==> config.mk <==
export PLATFORM = sky130hd
export DESIGN_NAME = alarm_buzzer
export DESIGN_NICKNAME = d
export VERILOG_FILES = /design/src/rtl/alarm_buzzer.sv
export SDC_FILE = /design/constraint.sdc
export NUM_CORES = 1
export LEC_CHECK = 0
export ABC_AREA = 1
export BUFFER_PORTS_ARGS = -buffer_cell sky130_fd_sc_hd__buf_2
export CAP_MARGIN = 5
export CORE_UTILIZATION = 30
export CTS_CLUSTER_SIZE = 12
export DETAILED_ROUTE_END_ITERATION = 10
export PLACE_DENSITY_LB_ADDON = 0.08
export REMOVE_ABC_BUFFERS = 1
export SLEW_MARGIN = 40
export SYNTH_ARGS = -nofsm -noshare
export SYNTH_HDL_FRONTEND = slang
export SYNTH_SLANG_ARGS = --single-unit
==> constraint.sdc <==
create_clock -name clk -period 2.1 [get_ports clk]
set_input_delay 0.525 -clock clk [delete_from_list [all_inputs] [get_ports clk]]
set_output_delay 0.525 -clock clk [all_outputs]
set_load 0.05 [all_outputs]
==> src/rtl/alarm_buzzer.sv <==
// Alarm buzzer sequencer: rings on a rising alarm match, supports a bounded
// number of snoozes, times out after RING_SECS seconds of ringing.
module alarm_buzzer #(
    parameter int RING_SECS   = 60,
    parameter int SNOOZE_SECS = 300,
    parameter int MAX_SNOOZE  = 3
) (
    input  logic       clk,
    input  logic       reset_n,
    input  logic       sec_tick,
    input  logic       buzz_in,
    input  logic       alarmon,
    input  logic       snooze,
    input  logic       stop,
    output logic       buzzer,
    output logic [1:0] state,
    output logic [1:0] snooze_cnt,
    output logic [8:0] sec_cnt
);

    // Legal parameter range: RING_SECS <= 511, 1 <= SNOOZE_SECS <= 511,
    // MAX_SNOOZE <= 3 (snooze_cnt is two bits wide).
    typedef enum logic [1:0] {
        ST_IDLE    = 2'd0,
        ST_RINGING = 2'd1,
        ST_SNOOZE  = 2'd2,
        ST_BAD     = 2'd3
    } state_e;

    localparam logic [8:0] RING_LAST   = 9'(RING_SECS - 1);
    localparam logic [8:0] SNOOZE_LOAD = 9'(SNOOZE_SECS);
    localparam logic [8:0] CNT_MAX     = 9'h1FF;

    state_e     state_q;
    logic       buzzer_q;
    logic [1:0] snooze_cnt_q;
    logic [8:0] sec_cnt_q;
    logic       buzz_d_q;

    logic start;
    logic snooze_ok;

    // Only the rising edge of the match level starts an event.
    assign start     = buzz_in & ~buzz_d_q;
    assign snooze_ok = int'(snooze_cnt_q) < MAX_SNOOZE;

    always_ff @(posedge clk or negedge reset_n) begin
        if (!reset_n) begin
            state_q      <= ST_IDLE;
            buzzer_q     <= 1'b0;
            snooze_cnt_q <= 2'd0;
            sec_cnt_q    <= 9'd0;
            buzz_d_q     <= 1'b0;
        end else begin
            buzz_d_q <= buzz_in;
            if (!alarmon) begin
                state_q      <= ST_IDLE;
                buzzer_q     <= 1'b0;
                snooze_cnt_q <= 2'd0;
                sec_cnt_q    <= 9'd0;
            end else begin
                case (state_q)
                    ST_IDLE: begin
                        buzzer_q  <= 1'b0;
                        sec_cnt_q <= 9'd0;
                        if (start) begin
                            state_q      <= ST_RINGING;
                            snooze_cnt_q <= 2'd0;
                            buzzer_q     <= 1'b1;
                        end
                    end
                    ST_RINGING: begin
                        if (stop) begin
                            state_q      <= ST_IDLE;
                            buzzer_q     <= 1'b0;
                            snooze_cnt_q <= 2'd0;
                            sec_cnt_q    <= 9'd0;
                        end else if (snooze && snooze_ok) begin
                            state_q      <= ST_SNOOZE;
                            buzzer_q     <= 1'b0;
                            snooze_cnt_q <= snooze_cnt_q + 2'd1;
                            sec_cnt_q    <= SNOOZE_LOAD;
                        end else if (sec_tick) begin
                            if (sec_cnt_q == RING_LAST) begin
                                state_q      <= ST_IDLE;
                                buzzer_q     <= 1'b0;
                                snooze_cnt_q <= 2'd0;
                                sec_cnt_q    <= 9'd0;
                            end else begin
                                // Saturate rather than wrap past 511.
                                if (sec_cnt_q != CNT_MAX) begin
                                    sec_cnt_q <= sec_cnt_q + 9'd1;
                                end
                                buzzer_q <= ~buzzer_q;
                            end
                        end
                    end
                    ST_SNOOZE: begin
                        if (stop) begin
                            state_q      <= ST_IDLE;
                            buzzer_q     <= 1'b0;
                            snooze_cnt_q <= 2'd0;
                            sec_cnt_q    <= 9'd0;
                        end else if (sec_tick) begin
                            // A count of 0 is treated as expired so it cannot underflow.
                            if (sec_cnt_q <= 9'd1) begin
                                state_q   <= ST_RINGING;
                                sec_cnt_q <= 9'd0;
                                buzzer_q  <= 1'b1;
                            end else begin
                                sec_cnt_q <= sec_cnt_q - 9'd1;
                            end
                        end
                    end
                    default: begin
                        state_q      <= ST_IDLE;
                        buzzer_q     <= 1'b0;
                        snooze_cnt_q <= 2'd0;
                        sec_cnt_q    <= 9'd0;
                    end
                endcase
            end
        end
    end

    assign buzzer     = buzzer_q;
    assign state      = state_q;
    assign snooze_cnt = snooze_cnt_q;
    assign sec_cnt    = sec_cnt_q;

endmodule

Yosys cells after proc, flatten, opt, wreduce, memory -nomap -nowiden

Cells that the tools add are included.

Add/subtract/negate cells: 3
Equal/unequal tests: 11
Reduce and logical (&&, ||, !) cells: 6
Magnitude comparators: 2
Bitwise operators: 3
Mux-type cells: 36

Operators with widths:

| cell                  | count |
|---|---|
| $mux W9               | 9 |
| $mux W2               | 14 |
| $pmux W9 S2           | 1 |
| $pmux W2 S3           | 2 |
| $ne A5 B5 Y1 const B  | 2 |
| $add A9 B1 Y9 const B | 1 |
| $eq A9 B6 Y1 const B  | 1 |
| $le A9 B1 Y1 const B  | 1 |
| $mux W1               | 9 |
| $ne A9 B9 Y1 const B  | 1 |
| $sub A9 B1 Y9 const B | 1 |
| $ne A4 B4 Y1 const B  | 2 |
| $ne A3 B3 Y1 const B  | 2 |
| $ne A6 B6 Y1 const B  | 1 |
| $reduce_and A3 Y1     | 2 |
| $reduce_and A5 Y1     | 1 |
| $reduce_and A4 Y1     | 1 |
| $pmux W1 S3           | 1 |
| $add A2 B1 Y2 const B | 1 |
| $eq A2 B1 Y1 const B  | 1 |
| $eq A2 B2 Y1 const B  | 1 |
| $logic_not A2 Y1      | 1 |
| $lt A2 B2 Y1 const B  | 1 |
| $not A1 Y1            | 2 |
| 2 further kinds       | 2 |

Output and inout bits: 14
Register bits: 15
Input bits: 7

Depth between registers and ports, before layout

Gate-level depths: netlist of run 1.

Word-level depth: 8
Mapped depth: 12

Worst setup path before layout of run 1

Ideal clock, no wire load.

Path kind: register -> register
Start: register sec_cnt_q[1] (netlist: sec_cnt[1])
End: register sec_cnt_q[8] (netlist: sec_cnt[8])
Stages on the path, launching flop included: 11
Arrival: 1.820 ns
Path buffers: 0
Library setup time: 0.118 ns
Setup slack: 0.161 ns
Cell sequence: dfrtp_1 ha_1 nand2_1 nor2_1 nand2_1 nor2_1 ha_1 a31oi_1 nand2_1 nand2_1 nand2_1

Word-level cells in the longest chain between the ends: 8

Ends and longest elaborated chain:

| element                | line | RTL |
|---|---|---|
| from (decl)            | 37   | `logic [8:0] sec_cnt_q;` |
| from (signal assigned) | 92   | `sec_cnt_q <= sec_cnt_q + 9'd1;` |
| from (signal assigned) | 111  | `sec_cnt_q <= sec_cnt_q - 9'd1;` |
| $add A9 B1 Y9          | 92   |  |
| $mux W9                | 91   | `if (sec_cnt_q != CNT_MAX) begin` |
| $mux W9                | 84   | `if (sec_cnt_q == RING_LAST) begin` |
| $mux W9                | 83   | `end else if (sec_tick) begin` |
| $mux W9                | 78   | `end else if (snooze && snooze_ok) begin` |
| $mux W9                | 73   | `if (stop) begin` |
| $pmux W9 S2            | 62   | `case (state_q)` |
| $mux W9                | 56   | `if (!alarmon) begin` |

Parallel ways exist; a longest one is shown, timed or not. The select of a mux whose other input is x is not followed.
A chain may end at the register's enable or synchronous reset.

Worst setup path in the final report of run 1

Start: register sec_cnt_q[1] (netlist: sec_cnt[1])
End: register sec_cnt_q[1] (netlist: sec_cnt[1])

The elaborated chain is that of the path after synthesis.

==> results of run 1 <==
[cells by family after synthesis]
group,share of synthesized area (%)
adders and majority gates,7.96
DFF,26.5
xor gates and xnor gates,1.24
AOI/OAI and AO/OA,5.04
buffers and inverters,9.82
and+or+nand+nor,49.4
[per-layer routing]
metal / vias to the layer above / global-route usage, % / share of wire [%]
met5: - / 0 / 0
met2: 30 / 28.2 / 46
met1: 638 / 22.9 / 48
met3: 6 / 3.56 / 4.5
li1: 749 / - / -
met4: 0 / 4.22 / 1.7
[how the worst min path moves through the flow]
stage,startpoint,to,depth (start not counted)
CTS,reset_n,sec_cnt[4]$_DFFE_PN0P_,1
finish,reset_n,sec_cnt[4]$_DFFE_PN0P_,1
floorplan,reset_n,buzz_d_q$_DFF_PN0_,0
global route,reset_n,sec_cnt[4]$_DFFE_PN0P_,1
global placement,reset_n,sec_cnt[4]$_DFFE_PN0P_,1
detailed placement,reset_n,sec_cnt[4]$_DFFE_PN0P_,1
[layout make-up]
cell class / instances / area (sq um)
Fill cell: 510 / 2830
Multi-Input combinational cell: 177 / 900
Sequential cell: 15 / 375
Timing Repair Buffer: 22 / 115
Inverter: 29 / 111
Tap cell: 52 / 65.1
Clock buffer: 4 / 45.0
[power breakdown]
part           switching [uW]  internal, uW  leakage [uW]
Sequential               28.0           311      0.000205
Combinational             291           119      0.000731
Clock                     116           135     0.0000228
Total                     434           564      0.000959
[flip-flops by register name (all words and copies together), names as in the netlist]
name and cells:
buzz_d_q 1, buzzer 1, sec_cnt 9, snooze_cnt 2
state 2
[Yosys cell counts]
cell	number	area (sq um)
nand2_1	89	334
inv_1	23	86.3
nor2_1	23	86.3
nand3_1	16	80.1
dfrtp_1	15	375
ha_1	9	113
nand2_2	6	37.5
nand4_1	6	37.5
inv_2	5	18.8
a21oi_1	4	20.0
nor2_4	4	45.0
o21ai_0	4	20.0
nand3_2	3	30.0
buf_6	2	22.5
o21ai_1	2	10.0
o21bai_1	2	15.0
xor2_1	2	17.5
a31oi_1	1	6.26
and2_1	1	6.26
buf_2	1	5.00
inv_4	1	6.26
nand2_4	1	11.3
nand3b_2	1	11.3
nor2_2	1	6.26
nor3_1	1	5.00
nor3b_1	1	7.51
[metrics by stage]
stage / worst slack, ns / total power, uW / area (sq um)
finish: 0.293 / 999 / 1610
global route: 0.106 / 1070 / 1610
CTS: 0.270 / 1020 / 1610
detailed placement: 0.290 / 755 / 1570
global placement: 0.348 / 759 / 1570
floorplan: 0.124 / 646 / 1390
==> impl_metrics.toml, run 1 <==
[run_status]
status = "finished, violations left"
violations = "DRC"

[clock_tree]
cts_setup_buffers = 0
holdBufCountCts = 0
tritoncts = "yes"
cts_sinks = 15
clk_pin_slew_ns = 0.07
cts-resized-gates = 0
cts_root_buffer = "clkbuf_8"
cts_made_buffers = 3
clock_path_buffers = 2
htree_levels = 1
clk-insertion-delay-late_ns = 0.25

[synthesis]
synth.cell_area_sq_um = 1410
synthCells = 224
yosysWarnings = 0
synth-seq-cells = 15
synth.avg_cell_area_sq_um = 6.31
synth_cell_types = 26
ys_seq_area_share_pct = 26.5

[timing]
finClkSkew_ns = 0.00516
tightest_slew_ns = 0.390
fin_crit_sh_pct = 86.0
setup_violations = 0
clock.fmax_mhz = 553
hold_ws_ns = 0.183
rsz0062_at_grt = "false"
min_period_ns = 1.81
tns_ns = 0
slew_viol_final = 0
max_slew_margin_pct = 74.0
hold_violations = 0

[power_and_ir_drop]
leakagePower_uw = 0.000959
p_per_area_nw_per_um2 = 620
ir_worst_vdd_mv = 0.473

[global_route]
grt_max_degree = 16
grt_pass1_vias = 1365
antenna_found_initial = 0
grt_pass1_wl_mm = 6.63
grtUsageTotal_pct = 17.1
grt-ovfl-total = 0

[floorplanning]
die_height_um = 70.7
core_sq_um = 4440
io_pins = 21
row_count = 24
die-width_um = 70.7
start_util_pct = 31.8
dieArea_sq_um = 4990

[cells_and_area]
syn2layout_area_growth_pct = 14.0
final_common_cell = "nand2_1"
final_cell_mix = "nand2_1 (89), inv_1 (23), nor2_1 (23)"
instances_no_fill = 299
drive_gt1_share_pct = 19.0
fin_nets = 264
n_antenna_cell = 0
final_core_util_pct = 36.3

[worst_setup_path]
crit_chain = "ha_1, nand2_1, nor2_1, nand2_1, nor2_1, ha_1, nand3_2, nand3b_2, inv_2, nand2_1, nand2_1"
crit_fanout = 8
crit_family = "simple AND/OR/NAND/NOR gates"
cp.depth = 11
endpoint_kind = "flip-flop"
crit_type = "flip-flop to flip-flop"
path_buf_inv = 1
crit_arrival_ns = 1.95
critPathCapture = "sec_cnt[1]$_DFFE_PN0P_"
cp_slowest_stage_delay_ns = 0.46
setup.worst_path.start_class = "flip-flop"
rr_endpoint = "sec_cnt[1]$_DFFE_PN0P_"
slowest_stage = "dfrtp_1"
rr_startpoint = "sec_cnt[1]$_DFFE_PN0P_"
startpoint = "sec_cnt[1]$_DFFE_PN0P_"
reg2reg_depth = 11
required_ns = 2.24
cp_common_cell = "nand2_1"
r2r_slack_ns = 0.29

[route]
dr.pass1.iters = 7
wire_per_inst_um = 12.7
vias = 1423
wirelength_mm = 3.80
antenna_left = 0
drtIter0Drc = 110
post-route-drc-count = 2
viasPerCell = 4.76

[run]
max-cap-violations = 0

[place]
portBuffers = 20
place.gp.congestion = 0.818
dp_cells = 295
place_hpwl_mm = 2.98

[hold_path]
hold_path.class = "input pin to async pin"
No activity file was read; power rests on OpenSTA's default activity.
==> inputs of run 2 (changes only) <==
--- a/config.mk
+++ b/config.mk
@@ -11,7 +11,6 @@
 export CORE_UTILIZATION = 30
 export CTS_CLUSTER_SIZE = 12
 export DETAILED_ROUTE_END_ITERATION = 10
-export PLACE_DENSITY_LB_ADDON = 0.08
 export REMOVE_ABC_BUFFERS = 1
 export SLEW_MARGIN = 40
 export SYNTH_ARGS = -nofsm -noshare
==> run 2 against run 1 <==
The flow still finishes with violations (DRC); routed wire length decreased by 5.0%; total power fell by 1.5%; cell count grew 0.33%; count of clock-buffer cells in the layout did not move; die area unchanged; fmax rose by 1.3%; worst hold slack gained 0.0037 ns; core utilization rose by 0.17 points; setup slack gained 0.024 ns; combinational power fell by 1%.
==> impl_metrics.toml, run 2 (synthesis results as in run 1) <==
[power_and_ir_drop]
ir_worst_vdd_mv = 0.342
p_per_area_nw_per_um2 = 608
leakagePower_uw = 0.000965
finalPower_uw = 984

[timing]
max_slew_margin_pct = 74.7
fin_crit_sh_pct = 84.9
slew_viol_final = 0
min_period_ns = 1.78
tightest_slew_ns = 0.379
rsz0062_at_grt = "false"
hold_violations = 0
setup_violations = 0
clock.fmax_mhz = 561
tns_ns = 0
finClkSkew_ns = 0.00772

[place]
place_hpwl_mm = 2.87
place.gp.congestion = 0.864
portBuffers = 20

[worst_setup_path]
crit_chain = "ha_1, nand2_1, nor2_1, nand2_1, nor2_1, ha_1, nand3_2, nand3b_2, inv_2, nand2_1, nand2_1"
slowest_stage = "dfrtp_1"
cp.depth = 11
crit_type = "flip-flop to flip-flop"
r2r_slack_ns = 0.32
rr_endpoint = "sec_cnt[5]$_DFFE_PN0P_"
path_buf_inv = 1
required_ns = 2.24
startpoint = "sec_cnt[1]$_DFFE_PN0P_"
cp_common_cell = "nand2_1"
endpoint_kind = "flip-flop"
critPathCapture = "sec_cnt[5]$_DFFE_PN0P_"
setup.worst_path.start_class = "flip-flop"
reg2reg_depth = 11
cp_slowest_stage_delay_ns = 0.44
crit_arrival_ns = 1.93
crit_family = "simple AND/OR/NAND/NOR gates"
crit_fanout = 8
rr_startpoint = "sec_cnt[1]$_DFFE_PN0P_"

[global_route]
grt_pass1_wl_mm = 6.33
grt-ovfl-total = 0
grt_max_degree = 16
grt_pass1_vias = 1323
antenna_found_initial = 0
grtUsageTotal_pct = 16.2

[run]
max-cap-violations = 0

[clock_tree]
clock_path_buffers = 2
cts_root_buffer = "clkbuf_8"
cts_made_buffers = 3
holdBufCountCts = 0
clk_pin_slew_ns = 0.07
cts_sinks = 15
tritoncts = "yes"
cts-resized-gates = 0
htree_levels = 1
clk-insertion-delay-late_ns = 0.25
cts_setup_buffers = 0

[floorplanning]
core_sq_um = 4440
io_pins = 21
row_count = 24
start_util_pct = 31.8
die-width_um = 70.7
die_height_um = 70.7
dieArea_sq_um = 4990

[cells_and_area]
n_antenna_cell = 0
largest_reg_flops = 9
syn2layout_area_growth_pct = 14.5
fin_nets = 265
final_cell_mix = "nand2_1 (89), inv_1 (23), nor2_1 (23)"
drive_gt1_share_pct = 19.4
final_common_cell = "nand2_1"

[route]
post-route-drc-count = 2
drtIter0Drc = 125
viasPerCell = 4.76
vias = 1427
wire_per_inst_um = 12.0
wirelength_mm = 3.61
dr.pass1.iters = 7
antenna_left = 0

[run_status]
violations = "DRC"
status = "finished, violations left"

[hold_path]
hold_path.class = "input pin to async pin"
==> run 2: worst min path at each step <==
stage                                     end  slack, ns
floorplan                  buzz_d_q$_DFF_PN0_       0.23
global route           sec_cnt[7]$_DFFE_PN0P_       0.21
detailed placement     sec_cnt[2]$_DFFE_PN0P_       0.47
finish              snooze_cnt[1]$_DFFE_PN0P_       0.19
CTS                 snooze_cnt[0]$_DFFE_PN0P_       0.20
global placement       sec_cnt[2]$_DFFE_PN0P_       0.46
==> run 2: stage by stage <==
stage	utilization, %	setup WS, ns	instances	cell area [sq um]	hold WS [ns]
after floorplan	-	0.124	221	1390	0.229
after global placement	35.4	0.360	296	1570	0.463
after detailed placement	35.4	0.317	296	1570	0.467
after CTS	36.4	0.306	300	1620	0.199
after global routing	36.4	0.0868	300	1620	0.210
final	36.4	0.317	300	1620	0.187
==> run 2: worst reg2reg max path: stages, from the launching register on <==
cell and delay [ns]:
dfrtp_1 0.44, ha_1 0.22, nand2_1 0.08, nor2_1 0.14
nand2_1 0.08, nor2_1 0.10, ha_1 0.18, nand3_2 0.10
nand3b_2 0.12, inv_2 0.09, nand2_1 0.08, nand2_1 0.05
==> run 2: cell type report <==
cell class,instances,area [sq um]
Fill cell,488,2830
Multi-Input combinational cell,177,900
Sequential cell,15,375
Timing Repair Buffer,23,123
Inverter,29,111
Tap cell,52,65.1
Clock buffer,4,45.0
==> run 2: layer usage <==
| layer | track usage (%) | vias up | share of wire, % | routed length (um) |
|---|---|---|---|---|
| met1 | 23.4 | 645 | 49 | 1780 |
| li1 | - | 746 | - | - |
| met5 | 0 | - | 0 | 0 |
| met3 | 3.13 | 4 | 5.5 | 199 |
| met2 | 23.9 | 32 | 44 | 1600 |
| met4 | 5.78 | 0 | 0.94 | 34 |
==> run 2: where the power goes <==
group / leakage (uW) / internal, uW / switching, uW
clock: 0.0000228 / 134 / 104
sequential: 0.000205 / 311 / 29.4
combinational: 0.000737 / 117 / 288
total: 0.000965 / 562 / 421
==> inputs of run 3 (changes only) <==
--- a/config.mk
+++ b/config.mk
@@ -5,7 +5,7 @@
 export SDC_FILE = /design/constraint.sdc
 export NUM_CORES = 1
 export LEC_CHECK = 0
-export ABC_AREA = 1
+export ABC_AREA = 0
 export BUFFER_PORTS_ARGS = -buffer_cell sky130_fd_sc_hd__buf_2
 export CAP_MARGIN = 5
 export CORE_UTILIZATION = 30
==> constraint.sdc (replaced) <==
create_clock -name clk -period 1.7 [get_ports clk]
set_input_delay 0.425 -clock clk [delete_from_list [all_inputs] [get_ports clk]]
set_output_delay 0.425 -clock clk [all_outputs]
set_load 0.05 [all_outputs]
==> run 3 against run 2 <==
The run ends with setup timing left; first-iteration DRC count down 15%; global-route usage rose by 4.5 points; fmax decreased by 15%; critical endpoint is now state[1]$_DFFE_PN0P_; highest routed layer unchanged.
==> impl_metrics.toml, run 3 <==
[worst_setup_path]
crit_chain = "or4_4, buf_4, o31ai_4, o2111ai_2, or4_1, a21oi_1"
cp_slowest_stage_delay_ns = 0.55
crit_arrival_ns = 2.28
crit_type = "flip-flop to flip-flop"
crit_fanout = 2
setup.worst_path.start_class = "flip-flop"
path_buf_inv = 1
endpoint_kind = "flip-flop"
crit_family = "simple AND/OR/NAND/NOR gates"
slowest_stage = "or4_4"
required_ns = 1.87

[cells_and_area]
fin_area_sq_um = 2140
largest_reg_flops = 9
final_cell_mix = "buf_4 (57), buf_2 (20), dfrtp_1 (14)"
instances_no_fill = 290
multi_input_area_sq_um = 1010
fin_nets = 257
regArea_sq_um = 377
drive_gt1_share_pct = 50.4
n_fill_cell = 376
final_common_cell = "buf_4"
n_antenna_cell = 0
syn2layout_area_growth_pct = 66.4

[synthesis]
yosys.area.top_type_share_pct = 29.2
yosys-top-cells-count = "dfrtp_1 (15), nand2_1 (15), o21ai_0 (15)"
ys_seq_area_share_pct = 29.2
synthCells = 159
yosysWarnings = 0
synth_area_leaders = "dfrtp_1 (29%), ha_1 (8.8%), o21ai_0 (5.8%)"
async_flop_share_pct = 100
synthFlopType = "dfrtp_1"
synth_cell_types = 44
synth-seq-cells = 15
synth_edf_count = 0
synth.avg_cell_area_sq_um = 8.07
synth.cell_area_sq_um = 1280
synth.largest_area_cell = "dfrtp_1"

[global_route]
grt-ovfl-total = 0
grt_max_degree = 16
grtUsageTotal_pct = 20.6
grt_pass1_vias = 1573
grt_pass1_wl_mm = 6.96
antenna_found_initial = 0

[route]
drtIter0Drc = 106
viasPerCell = 5.45
antenna_left = 0
vias = 1581
dr.pass1.iters = 4
post-route-drc-count = 0
wire_per_inst_um = 15.3
wirelength_mm = 4.44

[clock_tree]
cts_made_buffers = 3
clk-insertion-delay-late_ns = 0.25
clock_path_buffers = 2
htree_levels = 1
clk_pin_slew_ns = 0.07
holdBufCountCts = 0
tritoncts = "yes"
cts_root_buffer = "clkbuf_8"
cts_sinks = 15

[hold_path]
hold_path.class = "input pin to async pin"

[place]
place.gp.congestion = 0.938
place_hpwl_mm = 3.04
dp_slack_ns = -0.434
dp_cells = 277
portBuffers = 20
placed_area_sq_um = 1830

[timing]
fin_crit_sh_pct = 124
setup_violations = 14
finalWorstSetupSlack_ns = -0.409
min_period_ns = 2.11
tns_ns = -3.69
finClkSkew_ns = 0.00385
slew_viol_final = 0
rsz0062_at_grt = "true"
tightest_slew_ns = 0.463
hold_violations = 0
max_slew_margin_pct = 68.8
clock.fmax_mhz = 474

[floorplanning]
core_sq_um = 4060
start_util_pct = 31.6
dieArea_sq_um = 4540
die_height_um = 67.4
die-width_um = 67.4
row_count = 23
io_pins = 21

[run_status]
violations = "setup timing"
status = "finished, violations left"

[power_and_ir_drop]
ir_worst_vdd_mv = 0.425
leakagePower_uw = 0.00101
p_per_area_nw_per_um2 = 547

[run]
max-cap-violations = 0
==> run 3: cell types whose count changed in the layout (fill, tap and decap cells not counted), moves of 7 or more <==
cell     change
nand2_1     -76
buf_4       +54
inv_1       -14
nor2_1      -11
nand3_1     -10
buf_6        +7
==> run 3: stage by stage <==
step           power (uW)  utilization, %  hold slack (ns)
2_1_floorplan         602               -            0.129
3_3_place_gp          808            45.0            0.360
3_5_place_dp          809            45.0            0.362
4_1_cts              1140            49.2           0.0931
5_1_grt              1230            52.6            0.118
6_report             1170            52.6           0.0845
==> run 3: layer usage <==
metal | vias to the layer above | wire, um | global-route usage, %
met2 | 64 | 2230 | 35.0
met5 | - | 0 | 0
met3 | 8 | 304 | 3.72
met4 | 0 | 56 | 7.98
li1 | 759 | - | -
met1 | 750 | 1840 | 25.6
==> run 3: layout make-up <==
class	count	share of cell area, %
clock buffers	4	2.11
flip-flops and latches	15	17.6
repair buffers	84	28.4
well taps	50	2.93
inverters	10	1.76
multi-input cells	127	47.2
==> run 3: timing repair <==
action                                  CTS  global route
pin swaps                                 8             7
cloned                                    1             0
endpoints found under the setup margin   14            14
gates resized for setup                  22            31
setup buffers                             5             3
==> run 3: kinds of logic (layout without fill, tap and decap cells) <==
kind of cell               Yosys count  after routing  share of synthesized area (%)
and+or+nand+nor                     68             68                           27.7
buffers and inverters               17             98                           5.56
adders and majority gates            9              9                           8.77
muxes                                3              3                           2.44
AOI/OAI and AO/OA                   47             47                           26.3
DFF                                 15             15                           29.2
==> run 3: power by group <==
part,switching [uW],total (uW),internal (uW)
logic,258,483,225
registers,14.0,387,373
clock network,134,300,166
==> run 3: path summary, 6_finish.rpt <==
check | startpoint | endpoint | slack (ns) | cells past startpoint
worst max-delay path | sec_cnt[5]$_DFFE_PN0P_ | state[1]$_DFFE_PN0P_ | -0.41 | 6
worst min-delay path | reset_n | sec_cnt[5]$_DFFE_PN0P_ | 0.08 | 1
worst max register to register | sec_cnt[5]$_DFFE_PN0P_ | state[1]$_DFFE_PN0P_ | -0.41 | 6
worst min register to register | buzzer$_DFFE_PN0P_ | buzzer$_DFFE_PN0P_ | 0.57 | 2
max in group asynchronous | reset_n | sec_cnt[0]$_DFFE_PN0P_ | 1.33 | 1
min in group clk | buzz_in | buzz_d_q$_DFF_PN0_ | 0.31 | 1
